## src/rtl/pipeline_stall_controller.sv

```systemverilog
// ---------------------------------------------------------------------------
// pipeline_stall_controller
//
// Purpose: central hazard/stall controller for a 5-stage in-order pipeline.
// Resolves load-use hazards, taken branches, multi-cycle M-extension ops and
// data-memory back-pressure into per-stage stall/flush/bubble controls.
// Two-state FSM (RUN / MD_WAIT) with a 6-bit watchdog on the mul/div unit.
//
// Ports:
//   CLK             in   clock, rising edge
//   RESET           in   synchronous active-low reset
//   LU_HAZARD       in   load-use hazard between ID and EX
//   BRANCH_TAKEN_EX in   taken branch/jump resolved in EX
//   MULDIV_EX       in   EX holds an M-extension op
//   MULDIV_DONE     in   mul/div result valid (1-cycle pulse)
//   DMEM_BUSY       in   data memory not ready, freeze everything
//   STALL_IF        out  hold PC and IF/ID
//   STALL_ID_EX     out  hold ID/EX
//   STALL_EX_MEM    out  hold EX/MEM and MEM/WB
//   FLUSH_IF_ID     out  load NOP into IF/ID
//   BUBBLE_ID_EX    out  load NOP into ID/EX
//   BUBBLE_EX_MEM   out  load NOP into EX/MEM
//   MULDIV_GO       out  start pulse to the mul/div unit
//   MULDIV_TIMEOUT  out  watchdog expiry pulse
//   STATE[1:0]      out  FSM state, RUN=00 MD_WAIT=01
//   STALL_CNT[15:0] out  saturating count of STALL_IF cycles
// ---------------------------------------------------------------------------
module pipeline_stall_controller (
    input  logic        CLK,
    input  logic        RESET,
    input  logic        LU_HAZARD,
    input  logic        BRANCH_TAKEN_EX,
    input  logic        MULDIV_EX,
    input  logic        MULDIV_DONE,
    input  logic        DMEM_BUSY,
    output logic        STALL_IF,
    output logic        STALL_ID_EX,
    output logic        STALL_EX_MEM,
    output logic        FLUSH_IF_ID,
    output logic        BUBBLE_ID_EX,
    output logic        BUBBLE_EX_MEM,
    output logic        MULDIV_GO,
    output logic        MULDIV_TIMEOUT,
    output logic [1:0]  STATE,
    output logic [15:0] STALL_CNT
);

    typedef enum logic [1:0] {
        StRun    = 2'b00,
        StMdWait = 2'b01
    } state_e;

    localparam logic [5:0]  TimerMax = 6'd63;
    localparam logic [15:0] CntMax   = 16'hFFFF;

    state_e      r_state;
    state_e      w_state_nxt;
    logic [5:0]  r_timer;
    logic [5:0]  w_timer_nxt;
    logic        r_done_pend;
    logic        w_done_pend_nxt;
    logic [15:0] r_stall_cnt;
    logic [15:0] w_stall_cnt_nxt;
    logic        w_timer_exp;
    logic        w_release;

    // A timeout only fires when nothing else has already released the op.
    assign w_timer_exp = (r_timer == TimerMax);
    assign w_release   = (r_state == StMdWait) && !DMEM_BUSY &&
                         (MULDIV_DONE || r_done_pend || w_timer_exp);

    // State register
    always_ff @(posedge CLK) begin
        if (!RESET) begin
            r_state     <= StRun;
            r_timer     <= 6'd0;
            r_done_pend <= 1'b0;
            r_stall_cnt <= 16'd0;
        end else begin
            r_state     <= w_state_nxt;
            r_timer     <= w_timer_nxt;
            r_done_pend <= w_done_pend_nxt;
            r_stall_cnt <= w_stall_cnt_nxt;
        end
    end

    // Next-state logic
    always_comb begin
        w_state_nxt     = r_state;
        w_timer_nxt     = r_timer;
        w_done_pend_nxt = r_done_pend;
        if (DMEM_BUSY) begin
            // Frozen: remember a DONE pulse so it is not lost.
            if (r_state == StMdWait && MULDIV_DONE) begin
                w_done_pend_nxt = 1'b1;
            end
        end else begin
            unique case (r_state)
                StRun: begin
                    if (!BRANCH_TAKEN_EX && MULDIV_EX) begin
                        w_state_nxt = StMdWait;
                        w_timer_nxt = 6'd0;
                    end
                end
                StMdWait: begin
                    if (w_release) begin
                        w_state_nxt     = StRun;
                        w_done_pend_nxt = 1'b0;
                    end else begin
                        w_timer_nxt = r_timer + 6'd1;
                    end
                end
                default: begin
                    w_state_nxt = StRun;
                end
            endcase
        end
    end

    // Output logic
    always_comb begin
        STALL_IF       = 1'b0;
        STALL_ID_EX    = 1'b0;
        STALL_EX_MEM   = 1'b0;
        FLUSH_IF_ID    = 1'b0;
        BUBBLE_ID_EX   = 1'b0;
        BUBBLE_EX_MEM  = 1'b0;
        MULDIV_GO      = 1'b0;
        MULDIV_TIMEOUT = 1'b0;
        if (!RESET) begin
            // all controls stay 0 while reset is held
        end else if (DMEM_BUSY) begin
            STALL_IF     = 1'b1;
            STALL_ID_EX  = 1'b1;
            STALL_EX_MEM = 1'b1;
        end else begin
            unique case (r_state)
                StRun: begin
                    if (BRANCH_TAKEN_EX) begin
                        FLUSH_IF_ID  = 1'b1;
                        BUBBLE_ID_EX = 1'b1;
                    end else if (MULDIV_EX) begin
                        MULDIV_GO     = 1'b1;
                        STALL_IF      = 1'b1;
                        STALL_ID_EX   = 1'b1;
                        BUBBLE_EX_MEM = 1'b1;
                    end else if (LU_HAZARD) begin
                        STALL_IF     = 1'b1;
                        BUBBLE_ID_EX = 1'b1;
                    end
                end
                StMdWait: begin
                    if (w_release) begin
                        // Release cycle: EX/MEM captures the result.
                        MULDIV_TIMEOUT = w_timer_exp && !MULDIV_DONE && !r_done_pend;
                    end else begin
                        STALL_IF      = 1'b1;
                        STALL_ID_EX   = 1'b1;
                        BUBBLE_EX_MEM = 1'b1;
                    end
                end
                default: begin
                end
            endcase
        end
    end

    always_comb begin
        w_stall_cnt_nxt = r_stall_cnt;
        if (STALL_IF && r_stall_cnt != CntMax) begin
            w_stall_cnt_nxt = r_stall_cnt + 16'd1;
        end
    end

    assign STATE     = r_state;
    assign STALL_CNT = r_stall_cnt;

endmodule

```

## config.mk

```make
export PLATFORM = sky130hd
export DESIGN_NAME = pipeline_stall_controller
export DESIGN_NICKNAME = d
export VERILOG_FILES = /design/src/rtl/pipeline_stall_controller.sv
export SDC_FILE = /design/constraint.sdc
export NUM_CORES = 1
export LEC_CHECK = 0
export ABC_AREA = 0
export BUFFER_PORTS_ARGS = -buffer_cell sky130_fd_sc_hd__buf_2
export CORE_MARGIN = 2
export CORE_UTILIZATION = 40
export CTS_BUF_LIST = sky130_fd_sc_hd__clkbuf_4
export DETAILED_ROUTE_END_ITERATION = 10
export PLACE_DENSITY_LB_ADDON = 0.25
export SLEW_MARGIN = 20
export SYNTH_ARGS = -nofsm -noshare
export SYNTH_HDL_FRONTEND = slang
export SYNTH_SLANG_ARGS = --single-unit
```

## constraint.sdc

```tcl
create_clock -name CLK -period 1.95 [get_ports CLK]
set_input_delay 0 -clock CLK [delete_from_list [all_inputs] [get_ports CLK]]
set_output_delay 0 -clock CLK [all_outputs]
set_load 0.02 [all_outputs]
```

# [Word level (Yosys, flattened, before mapping)]
# Index checks and enable logic that the tools add are counted.
# W data, S select, Z words.
[op_classes] n_bitwise=1 eq_ne=7 mux=42 addsub=2 reduce_logical=20
[ops] cell="$mux W1" count=34
[ops] cell="$add A16 B1 Y16 const B" count=1
[ops] cell="$ne A16 B16 Y1 const B" count=1
[ops] cell="$mux W6" count=2
[ops] cell="$pmux W6 S2" count=1
[ops] cell="$logic_and A1 B1 Y1" count=7
[ops] cell="$add A6 B1 Y6 const B" count=1
[ops] cell="$eq A6 B6 Y1 const B" count=1
[ops] cell="$ne A2 B2 Y1 const B" count=3
[ops] cell="$reduce_and A3 Y1" count=2
[ops] cell="$reduce_bool A2 Y1" count=3
[ops] cell="$logic_not A1 Y1" count=4
[ops] cell="$mux W2" count=2
[ops] cell="$pmux W1 S2" count=2
[ops] cell="$pmux W2 S2" count=1
[ops] cell="$reduce_and A4 Y1" count=1
[ops] cell="$eq A2 B1 Y1 const B" count=1
[ops] cell="$logic_not A2 Y1" count=1
[ops] cell="$logic_or A1 B1 Y1" count=2
[ops] cell="$ne A2 B1 Y1 const B" count=1
[ops] cell="$not A1 Y1" count=1
[word_totals] out_inout_bits=26 ff_bits=25 in_bits=7 elab_cells=76

# [Longest topological paths before layout]
[depth] word_depth=8 mapped_depth=8 mapped_depth_nobuf=6

# [Least setup slack after synthesis]
# Ideal clock, no wire load.
[synth_timing] path_type="flip-flop to flip-flop" from="register r_stall_cnt[0] (netlist: STALL_CNT[0])" to="register r_stall_cnt[0] (netlist: STALL_CNT[0])" required_time_ns=1.821 setup_ns=0.129 path_stages_with_launch=9 synth_period_minus_slack_ns=2.116 arrival_time_ns=1.987 n_path_buf=2 setup_slack_ns=-0.166 cell_sequence="dfxtp_1 > ha_1 > nand3_1 > or4_1 > o21ai_2 > buf_6 > buf_6 > xor2_1 > nor2_1"
[synth_between] elab_chain_cells=2 elab_cells_between_ends=3 classes_between="add/sub: 1; eq/ne: 1; reduce/logical: 1"
[synth_lines] element="from (decl)" line_no="62" rtl="logic [15:0] r_stall_cnt;"
[synth_lines] element="from (signal assigned)" line_no="83" rtl="r_stall_cnt <= w_stall_cnt_nxt;"
[synth_lines] element="parallel branches: the longest is 2 deep, another holds $add A16 B1 Y16"
# Parallel ways; which one is timed is not known.
# A chain may end at the register's enable or synchronous reset.

# [Final worst setup path]
[layout_timing] from="register r_state[0] (netlist: STATE[0])" to="register r_stall_cnt[7] (netlist: STALL_CNT[7])"
[layout_between] elab_chain_cells=8 elab_cells_between_ends=9 classes_between="eq/ne: 1; mux: 4; reduce/logical: 4"
[layout_lines] element="from (decl)" line_no="56" rtl="state_e r_state;"
[layout_lines] element="from (signal assigned)" line_no="75" rtl="r_state <= StRun;"
[layout_lines] element="from (signal assigned)" line_no="80" rtl="r_state <= w_state_nxt;"
[layout_lines] element="$eq A2 B1 Y1" line_no="69, 137"
[layout_lines] element="$logic_and A1 B1 Y1 (2 in a row)" line_no="69" rtl="assign w_release = (r_state == StMdWait) && !DMEM_BUSY &&"
[layout_lines] element="$mux W1" line_no="153" rtl="if (w_release) begin"
[layout_lines] element="$pmux W1 S2 (*)" line_no="137" rtl="unique case (r_state)"
[layout_lines] element="$mux W1 (*)" line_no="132" rtl="end else if (DMEM_BUSY) begin"
[layout_lines] element="$mux W1 (*)" line_no="130" rtl="if (!RESET) begin"
[layout_lines] element="$logic_and A1 B1 Y1 (*)" line_no="170" rtl="if (STALL_IF && r_stall_cnt != CntMax) begin"
# Every way passes the cells marked *; elsewhere a longest branch is shown, timed or not.

==> run metrics <==
NetSw approximately 250 uW; Logic pwr share ~13%; final instance area 1670 um^2; # DRC 0; switching share of power about a quarter; CP delay by family, top simple AND/OR/NAND/NOR gates; Global Route met1 Usage a little over a fifth; Detail Placement HPWL ~2300 um; Nets approximately 210; CP Cell Sequence or3b_4 -> a31oi_4 -> o21ai_2 -> buf_12 -> or4_1 -> a21oi_1; area post-placement around 1600 um^2; worst stage delay on the critical path approximately 470 ps; worst vdd ir approximately 0.4 mV; pwr dens approximately 600 nW/um^2; grt total ovfl 0; Commonest cells post-synth dfxtp_1 (24), nor2_1 (17), a21oi_1 (15), nand2_1 (10); Detail Route Antenna Nets 0; Critical Path RT 2210 ps; GRT Total Usage ~18%; Worst Max-Slew Pin Slew between 600 and 700 ps; Total Die Area 3770 um^2; Slew HR 54.8%; clk_lat worst skew 320 ps; Antenna Cells 0; Startpoint Class flop; TritonCTS clock tree done; post-synth top area share about 37%; initial antenna violation count 0; Crit Path Max Fanout 26; Max clock buf depth 2; clock network fraction of total power 36.0%; Top FF cell, synth dfxtp_1; Cell variety after synth 41; GRT met3 Usage 5.04%; status finished clean; Critical-path top delay cell or4_1; gr busiest metal met2; Final Hold Viols 0; Pre-antenna DRT Iters 4; count leader, synth dfxtp_1; Power Internal roughly 760 uW; first-pass GRT wire length between 4000 and 5000 um; die height a little over 60 um; number of global-route vias before repair 1,112; post-synthesis sequential area ratio 36.5%; drt wl/cell about 12 um; worst hold path class in2reg; total wire length about 3000 um; cts bufs inserted 3; Syn Inst Count 160; setup violators final 0; synthesis-to-layout area growth 26.6%; clock tree sinks 24; overall die width around 60 um; max-cap check violation count 0; Synthesis Warnings 0; DRT iter0 DRCs 63; Cell Area, Synth 1320 um^2; largest net degree at the start of global routing 27; vias after detailed routing around 1,300; classification of the worst setup path reg2reg; CP Buf/Inv Count 1; Placer Congestion between 0.8 and 0.9; H-tree lvl count 1; Data arrival, critical path approximately 2100 ps; Port-buffer cells 31; area leader, netlist dfxtp_1; share of synthesized flip-flops with an asynchronous set or reset 0%; Root Buffer clkbuf_4; unrepaired setup endpoints after global routing false; Pleak just under 0.0007 uW; final setup TNS 0 ps; worst r2r path cells 6; hold depth 3; Area contributors post-synth dfxtp_1 (37%), a21oi_1 (5.7%), nor2_1 (4.8%), or3_1 (3.8%), nand3_1 (3.0%); power share of the sequential group between 50 and 60%; syn_area_per_cell approximately 8.2 um^2; Vias/cell around 5.3; final setup skew 12.1 ps; share of layout cells above drive strength 1 a little under a third; cell count along the critical path 6; number of flops mapped to enable cells by yosys 0; Worst setup EP type flop; final period utilization a little over nine tenths; Rows 20; GR Util met2 between 30% and 40%; Clock transition at path regs 140 ps; Tmin final 1860 ps; syn nets 169; Core Area 3100 um^2; Max Freq between 500 and 600 MHz; initial core utilization 42.4%; #FFs+latches synth 24; Max Slew Vio Count 0; I/O pins 33
## registers in the layout (all words and copies together), names as in the netlist
name         count
STATE            1
r_done_pend      1
STALL_CNT       16
r_timer          6
## logic make-up after synthesis
kind of cell | Yosys count | synth area share [%]
simple gates | 72 | 29.8
compound gates | 40 | 21.1
flops | 24 | 36.5
buf+inv | 15 | 6.27
xor+xnor | 5 | 3.33
fa+ha+maj | 2 | 1.90
other cells | 1 | 0.285
mux | 1 | 0.760
## final timing paths
path                              from                        end  slack, ps
min reg2reg  STALL_CNT[1]$_SDFFE_PN0P_  STALL_CNT[1]$_SDFFE_PN0P_        500
max reg2reg      STATE[0]$_SDFFE_PN0P_  STALL_CNT[7]$_SDFFE_PN0P_         90
min                        MULDIV_DONE   r_done_pend$_SDFFE_PN0P_         20
max              STATE[0]$_SDFFE_PN0P_  STALL_CNT[7]$_SDFFE_PN0P_         90
## worst register-to-register path, stage by stage (launching register included)
cell,delay [ps]
dfxtp_4,390
or3b_4,390
a31oi_4,150
o21ai_2,90
buf_12,170
or4_1,470
a21oi_1,150
## routing by layer
layer	wire length [um]	share of wire [%]	vias up
met5	0	0	-
met4	21	0.69	0
met3	148	4.9	2
met2	1560	51	35
met1	1310	43	603
li1	-	-	668
## repair_timing
action / in CTS / in global routing
hold buffers: 1 / 0
resized for setup: 0 / 4
buffers inserted: 0 / 1
setup endpoints to repair: 0 / 4
hold endpoints to repair: 3 / 0
## cell usage in the layout (no fill, tap or decap), types with 2 or more instances in the layout
cell type	n
ha_1	2
nor2_1	17
dfxtp_4	2
buf_4	13
or3_1	8
nand2_1	10
dfxtp_2	4
nor3_1	4
buf_2	30
o31ai_1	4
nor4_1	4
and4_1	3
dfxtp_1	18
or4_1	4
o21ai_0	2
nand3_1	7
a21oi_1	15
inv_1	8
o21ai_1	8
nand4_1	5
nand2b_1	3
xor2_1	4
clkbuf_4	3
## power groups by stage
stage          clock network (uW)  registers, uW  logic (uW)
3_5_place_dp                    0            524         125
4_1_cts                       374            513         127
2_1_floorplan                   0            532        79.0
3_3_place_gp                    0            523         123
6_report                      362            512         129
5_1_grt                       399            515         144
## metrics by stage
step                total power (uW)  setup WS (ps)  util (%)  hold slack [ps]  std cells
detailed placement               649           98.7      51.2              326        240
finish                          1000           91.7      53.7             20.7        246
floorplan                        611           6.83         -             86.3        160
global placement                 646            129      51.2              321        240
global route                    1060           5.66      53.7             15.7        246
CTS                             1010           17.7      53.2             6.57        245
## layout make-up
cell class / count / area, um^2
Sequential cell: 24 / 493
Fill cell: 322 / 1440
Clock buffer: 3 / 22.5
Clock inverter: 1 / 30.0
Tap cell: 44 / 55.1
Timing Repair Buffer: 45 / 278
Inverter: 8 / 30.0
Multi-Input combinational cell: 121 / 758
Power figures use the tool's default switching activity.
